**src/rtl/tile_blwl_cfg_sequencer.sv**
```systemverilog
// Tile configuration writer: streams DATA_W-bit slices onto the bl/wl memory
// interface, giving each slice bl setup, a WL_PULSE-cycle wl strobe and bl hold.
module tile_blwl_cfg_sequencer #(
  parameter int NUM_BITS = 160,
  parameter int DATA_W   = 8,
  parameter int WL_PULSE = 2,
  localparam int NUM_WORDS = NUM_BITS / DATA_W,
  localparam int IDX_W     = (NUM_WORDS > 1) ? $clog2(NUM_WORDS) : 1
) (
  input  logic                prog_clk,
  input  logic                prog_reset_n,
  input  logic                start,
  input  logic                abort,
  input  logic [DATA_W-1:0]   cfg_data,
  input  logic                cfg_valid,
  output logic                cfg_ready,
  output logic [0:NUM_BITS-1] bl,
  output logic [0:NUM_BITS-1] wl,
  output logic                busy,
  output logic                done,
  output logic [IDX_W-1:0]    word_idx
);

  localparam int CNT_W = 4;

  typedef enum logic [2:0] {
    ST_IDLE,
    ST_LOAD,
    ST_SETUP,
    ST_PULSE,
    ST_HOLD,
    ST_DONE
  } state_t;

  state_t              state_reg, state_next;
  logic [IDX_W-1:0]    word_idx_reg, word_idx_next;
  logic [DATA_W-1:0]   slice_reg, slice_next;
  logic [CNT_W-1:0]    cnt_reg, cnt_next;
  logic [0:NUM_BITS-1] bl_reg, bl_next;
  logic [0:NUM_BITS-1] wl_reg, wl_next;
  logic                busy_reg, busy_next;
  logic                done_reg, done_next;
  logic                bl_en, wl_en;

  always_ff @(posedge prog_clk) begin
    if (!prog_reset_n) begin
      state_reg    <= ST_IDLE;
      word_idx_reg <= '0;
      slice_reg    <= '0;
      cnt_reg      <= '0;
      bl_reg       <= '0;
      wl_reg       <= '0;
      busy_reg     <= 1'b0;
      done_reg     <= 1'b0;
    end else begin
      state_reg    <= state_next;
      word_idx_reg <= word_idx_next;
      slice_reg    <= slice_next;
      cnt_reg      <= cnt_next;
      bl_reg       <= bl_next;
      wl_reg       <= wl_next;
      busy_reg     <= busy_next;
      done_reg     <= done_next;
    end
  end

  always_comb begin
    state_next    = state_reg;
    word_idx_next = word_idx_reg;
    slice_next    = slice_reg;
    cnt_next      = cnt_reg;
    cfg_ready     = 1'b0;
    case (state_reg)
      ST_IDLE: begin
        if (start) begin
          state_next    = ST_LOAD;
          word_idx_next = '0;
        end
      end
      ST_LOAD: begin
        cfg_ready = ~abort;
        if (cfg_valid) begin
          slice_next = cfg_data;
          state_next = ST_SETUP;
        end
      end
      ST_SETUP: begin
        cnt_next   = '0;
        state_next = ST_PULSE;
      end
      ST_PULSE: begin
        if (cnt_reg == CNT_W'(WL_PULSE - 1)) state_next = ST_HOLD;
        else                                 cnt_next   = cnt_reg + 1'b1;
      end
      ST_HOLD: begin
        if (word_idx_reg == IDX_W'(NUM_WORDS - 1)) begin
          state_next = ST_DONE;
        end else begin
          word_idx_next = word_idx_reg + 1'b1;
          state_next    = ST_LOAD;
        end
      end
      ST_DONE: begin
        state_next    = ST_IDLE;
        word_idx_next = '0;
      end
      default: begin
        state_next    = ST_IDLE;
        word_idx_next = '0;
      end
    endcase
    // Abort overrides everything, including a start or handshake this cycle.
    if (abort) begin
      state_next    = ST_IDLE;
      word_idx_next = '0;
    end
  end

  // bl/wl are registered from the state being entered so they line up with it.
  assign bl_en     = (state_next == ST_SETUP) || (state_next == ST_PULSE) ||
                     (state_next == ST_HOLD);
  assign wl_en     = (state_next == ST_PULSE);
  assign busy_next = (state_next != ST_IDLE);
  assign done_next = (state_next == ST_DONE);

  genvar gi;
  generate
    for (gi = 0; gi < NUM_BITS; gi++) begin : g_cell
      localparam int WORD = gi / DATA_W;
      localparam int BIT  = gi % DATA_W;
      logic sel;
      assign sel         = (word_idx_next == IDX_W'(WORD));
      assign bl_next[gi] = bl_en & sel & slice_next[BIT];
      assign wl_next[gi] = wl_en & sel;
    end
  endgenerate

  assign bl       = bl_reg;
  assign wl       = wl_reg;
  assign busy     = busy_reg;
  assign done     = done_reg;
  assign word_idx = word_idx_reg;

endmodule

```
**config.mk**
```make
export PLATFORM = sky130hd
export DESIGN_NAME = tile_blwl_cfg_sequencer
export DESIGN_NICKNAME = d
export VERILOG_FILES = /design/src/rtl/tile_blwl_cfg_sequencer.sv
export SDC_FILE = /design/constraint.sdc
export NUM_CORES = 1
export LEC_CHECK = 0
export BUFFER_PORTS_ARGS = -buffer_cell sky130_fd_sc_hd__buf_4
export CAP_MARGIN = 0
export CORE_AREA = 2 2 134 136
export CTS_CLUSTER_DIAMETER = 40
export DETAILED_ROUTE_END_ITERATION = 10
export DIE_AREA = 0 0 136 138
export GPL_ROUTABILITY_DRIVEN = 0
export PLACE_DENSITY = 0.76
export SETUP_SLACK_MARGIN = 0.02
export SLEW_MARGIN = 20
export SYNTH_ARGS = -nofsm -noshare
export SYNTH_HDL_FRONTEND = slang
export SYNTH_SLANG_ARGS = --single-unit
```
**constraint.sdc**
```tcl
create_clock -name prog_clk -period 6.2 [get_ports prog_clk]
set_clock_uncertainty 0.15 [all_clocks]
set_input_delay 0.93 -clock prog_clk [delete_from_list [all_inputs] [get_ports prog_clk]]
set_output_delay 0.93 -clock prog_clk [all_outputs]
set_load 0.02 [all_outputs]
```
## Word-level counts from Yosys, hierarchy flattened

Index checks and enable logic that the tools add are counted.

- Register bits: 335
- Latch bits: 0
- Bits in writable memories: 0
- ROM bits: 0
- Output and inout bits: 328
- Logic and storage cells: 264
- Memories: 0

- Add/subtract/negate cells: 2
- Multipliers: 0
- Divide/modulo/power cells: 0
- $lt $le $gt $ge: 0
- Eq/ne operators: 30
- Shift operators: 0
- Muxes and demuxes: 15
- Bitwise gates (word level): 201
- Reduce and logical (&&, ||, !) cells: 8

Operators with widths:

| kind | number |
|---|---|
| 1-bit bitwise AND | 200 |
| 5-bit by 4-bit equality test with 1-bit output, second input constant | 8 |
| 5-bit equality test, second input constant | 5 |
| 5-bit by 3-bit equality test with 1-bit output, second input constant | 4 |
| 8-bit 2-to-1 mux | 2 |
| 3-bit 2-to-1 mux | 5 |
| 5-bit 2-to-1 mux | 3 |
| 3-bit case mux with 5 select lines | 1 |
| 5-bit case mux with 3 select lines | 1 |
| 3-bit by 2-bit equality test with 1-bit output, second input constant | 4 |
| 5-bit by 2-bit equality test with 1-bit output, second input constant | 2 |
| 3-bit equality test, second input constant | 3 |
| 4-bit case mux with 2 select lines | 1 |
| 5-bit by 1-bit adder with 5-bit output, second input constant | 1 |
| 5-bit by 1-bit equality test with 1-bit output, second input constant | 1 |
| 5-bit logical NOT | 1 |
| 4-bit by 1-bit adder with 4-bit output, second input constant | 1 |
| 4-bit by 1-bit equality test with 1-bit output, second input constant | 1 |
| 4-bit 2-to-1 mux | 1 |
| 3-bit by 1-bit equality test with 1-bit output, second input constant | 1 |
| 3-bit logical NOT | 1 |
| 3-bit nonzero test | 1 |
| 3-bit OR reduction | 1 |
| 1-bit logical OR | 2 |
| 5 further kinds | 5 |

## Longest topological paths before layout

- Word-level depth: 9
- Mapped depth: 9
- Gate-level depth less buffers: 7

## Worst setup path after synthesis

No wires, ideal clock.

- Path kind: input to register
- From: in start
- To: reg wl_reg, in the netlist wl[64]
- Library setup time: 0.121 ns
- Data arrival time: 2.391 ns
- Required time: 5.929 ns
- Setup slack: 3.538 ns
- Stages: 8
- Path buffers: 3
- Cell sequence: nor3b_4 or3b_1 and2_1 buf_2 a21oi_2 buf_2 buf_6 nor3_1

- Longest elaborated chain between the ends: 5
- Elaborated cells on any way between the ends: 9

Ends and longest elaborated chain:

| item | line | RTL |
|---|---|---|
| start, declared | 12 | `input logic start,` |
| 5-bit 2-to-1 mux or 3-bit 2-to-1 mux (tied branches) | 75 | `if (start) begin` |
| 5-bit case mux with 3 select lines or 3-bit case mux with 5 select lines (tied branches) | 73 | `case (state_reg)` |
| 5-bit 2-to-1 mux or 3-bit 2-to-1 mux (tied branches) | 113 | `if (abort) begin` |
| 5-bit by 4-bit equality test with 1-bit output or 3-bit by 2-bit equality test with 1-bit output (tied branches) | 132, 122 |  |
| 1-bit bitwise AND * | 134 | `assign wl_next[gi] = wl_en & sel;` |
| end signal, assigned | 61 | `wl_reg <= wl_next;` |
| end, declared | 40 | `logic [0:NUM_BITS-1] wl_reg, wl_next;` |

Every way passes the cells marked *; elsewhere a longest branch is shown, timed or not.
A chain may end at the register's enable or synchronous reset.

## Worst setup path in the final report

- From: reg state_reg[2]
- To: reg bl_reg, in the netlist bl[117]

- Longest elaborated chain between the ends: 8
- Elaborated cells on any way between the ends: 22

Ends and longest elaborated chain:

| item | line | RTL |
|---|---|---|
| start, declared | 35 | `state_t state_reg, state_next;` |
| start signal, assigned | 56 | `state_reg <= state_next;` |
| 3-bit equality test (tied with other cells) | 73 |  |
| 3-bit case mux with 5 select lines | 73 |  |
| 3-bit 2-to-1 mux | 113 |  |
| 3-bit by 2-bit equality test with 1-bit output | 120 | `assign bl_en = (state_next == ST_SETUP) \|\| (state_next == ST_PULSE) \|\|` |
| 1-bit logical OR (2 in series) | 120 |  |
| 1-bit bitwise AND | 133 | `assign bl_next[gi] = bl_en & sel & slice_next[BIT];` |
| 1-bit bitwise AND * | 133 |  |
| end signal, assigned | 60 | `bl_reg <= bl_next;` |
| end, declared | 39 | `logic [0:NUM_BITS-1] bl_reg, bl_next;` |

Marked as above.

==> flow_metrics.tcl <==
set metrics [dict create \
    ys_warn_count 0 \
    ant_nets 0 \
    antenna_cells 0 \
    pre_cts_ws_ns 2.13 \
    vias 5558 \
    regArea_sq_um 4040 \
    ys_seq_elements 202 \
    fin_area_sq_um 10100 \
    syn_avg_cell_area_sq_um 10.9 \
    cp.required_ns 6.47 \
    rsz0062_at_grt "false" \
    nets 915 \
    p_leak_nw 4.37 \
    drc 0 \
    cts-hold-fix-buffers 0 \
    grt_overflow 0 \
    postCtsSetupBuffers 0 \
    clockBufferDepth 3 \
    die_area_sq_um 18800 \
    core_sq_um 17500 \
    tightest_slew_ns 1.09 \
    crit_path_end_kind "register" \
    routed_wl_microns 20800 \
    status "complete, no violations" \
    max_slew_margin_pct 26.7 \
    r2r_slack_ns 2.79 \
    cts.repair.resized 0 \
    report.final.hold_viol_count 0 \
    antenna_found_initial 0 \
    track_usage_pct 20.9 \
    cp_data_arrival_time_ns 3.68 \
    die_x_microns 136 \
    io_buffers 340 \
    worstSetupPathType "reg -> reg" \
    synth_top_area_share_pct 52.3 \
    yosysTopAreaCell "dfxtp_1" \
    hold_class "reg -> reg" \
    crit_chain "or3b_4, nor3b_1, o21a_1, buf_4, nand3_1, nor3_1" \
    first_global_vias 5303 \
    largest_register_ffs 160 \
    post-route-min-period_ns 3.41 \
    critPathLaunchType "register" \
    io_pins 341 \
    avgRoutedWirePerCell_microns 18.1 \
    clk_pin_slew_ns 0.06 \
    cts_max_level 1 \
    tns_ns 0 \
    setup_ws_ns 2.79 \
    drv_slew 0 \
    finalSetupViolations 0 \
    die_h_microns 138 \
    cts-buffers-inserted 26 \
    worstPathMaxFanout 20 \
    ir_worst_vdd_mv 0.246 \
    fmax_mhz 293 \
    synth_cell_type_count 61 \
    crit_slowest_cell "dfxtp_1" \
    fp-row-count 49 \
    ys_seq_area_share_pct 52.3 \
    via_per_inst 4.85 \
    placed_area_sq_um 9240 \
    netlist_top_cells_area "dfxtp_1, buf_4, nor3_1" \
    fill_cells 1533 \
    dp_hpwl_microns 14400 \
    root_buffer "clkbuf_16" \
    multi_input_area_sq_um 2310 \
    powerDensity_nw_per_um2 278 \
    cts.sinks 202 \
    start_util_pct 44.1 \
    first_pass_iters 4 \
    syn_nets 726 \
    grt_max_degree 50 \
    cts_tree "built" \
    synthCells 710 \
    syn_area_sq_um 7730 \
    grt_pass1_wl_microns 30800 \
    drtIter0Drc 205 \
    clk_latency_ns 0.52 \
    drv_cap 0 \
    syn2layout_area_growth_pct 31.0 \
    drive_above_1_share_pct 51.7 \
    slowest_delay_ns 0.70 \
    period_share_pct 55.0 \
]
## logic make-up after synthesis
kind of cell / count (synthesis) / share of synthesized area [%]
muxes: 10 / 1.42
adders and majority gates: 3 / 0.486
xor gates and xnor gates: 3 / 0.340
buffers and inverters: 193 / 18.2
AOI/OAI and AO/OA: 22 / 2.80
DFF: 202 / 52.3
and+or+nand+nor: 277 / 24.4
## power breakdown
group	total (mW)	switching, mW	internal [mW]
registers	1.30	0.00299	1.30
logic	0.0395	0.0249	0.0147
clock network	1.47	0.600	0.873
## cell type report
cell class | count | share of cell area (%)
flip-flops and latches | 202 | 39.9
repair buffers | 343 | 25.5
multi-input cells | 315 | 22.8
clock buffers | 27 | 6.46
well taps | 229 | 2.83
clock inverters | 19 | 2.08
inverters | 11 | 0.408
## Yosys cell counts, drive strengths merged
library cell,instances
nor2,37
a211oi,1
xnor2,1
a221oi,1
a32oi,2
or3b,3
o32ai,2
a41oi,1
or3,2
nor2b,3
and3,2
ha,3
o31ai,1
dfxtp,202
buf,180
o22ai,1
o2bb2ai,1
and2b,1
mux2,8
nor3,157
or2,3
and4bb,2
nand3b,1
a21oi,5
nand2,11
clkbuf,2
nand2b,5
nand4,5
nand4b,1
xor2,2
mux2i,2
nand4bb,1
nor4bb,3
o21a,2
o21ai,4
and2,6
nor3b,6
a31oi,1
nand3,25
nor4b,3
inv,11
## layer usage
metal / wire [microns] / up-vias / global-route usage, %
met2: 10300 / 232 / 36.0
li1: - / 2643 / -
met1: 8080 / 2641 / 24.6
met4: 583 / 0 / 6.80
met3: 1840 / 42 / 6.45
met5: 0 / - / 0
## cell usage in the layout, fill, tap and decap left out, types with 3 or more instances in the layout
master / count
inv_1: 11
buf_4: 342
ha_1: 3
nand4_1: 3
nand2b_1: 5
clkinv_2: 5
nor2_1: 37
nand3_1: 13
inv_6: 3
clkbuf_16: 26
nor3_1: 116
nand2_1: 11
a21oi_1: 3
mux2_2: 8
nor2b_1: 3
nor3_2: 40
nand3_4: 10
nor3b_1: 3
dfxtp_1: 202
and2_1: 5
inv_8: 3
## per-stage QoR
step / utilization [%] / total power [mW] / hold slack, ns / cells
2_1_floorplan: - / 1.36 / 0.344 / 710
3_3_place_gp: 52.7 / 1.37 / 0.374 / 1099
3_5_place_dp: 52.7 / 1.37 / 0.381 / 1099
4_1_cts: 57.6 / 2.83 / 0.406 / 1145
5_1_grt: 57.7 / 2.89 / 0.461 / 1146
6_report: 57.7 / 2.81 / 0.405 / 1146
## worst paths after layout
kind                                 from                      end  depth (start not counted)
setup / recovery  state_reg[2]$_SDFF_PN0_       bl[117]$_SDFF_PN0_                          6
hold / removal    cnt_reg[3]$_SDFFE_PN0P_  cnt_reg[3]$_SDFFE_PN0P_                          2
setup reg to reg  state_reg[2]$_SDFF_PN0_       bl[117]$_SDFF_PN0_                          6
hold reg to reg   cnt_reg[3]$_SDFFE_PN0P_  cnt_reg[3]$_SDFFE_PN0P_                          2
## critical path, delay by kind of cell, from the launching register on
kind                   cells  cell delay [ns]
AOI/OAI and AO/OA          1             0.41
buffers and inverters      1             0.34
DFF                        1             0.70
and+or+nand+nor            4             1.70
No activity file was read; power rests on OpenSTA's default activity.
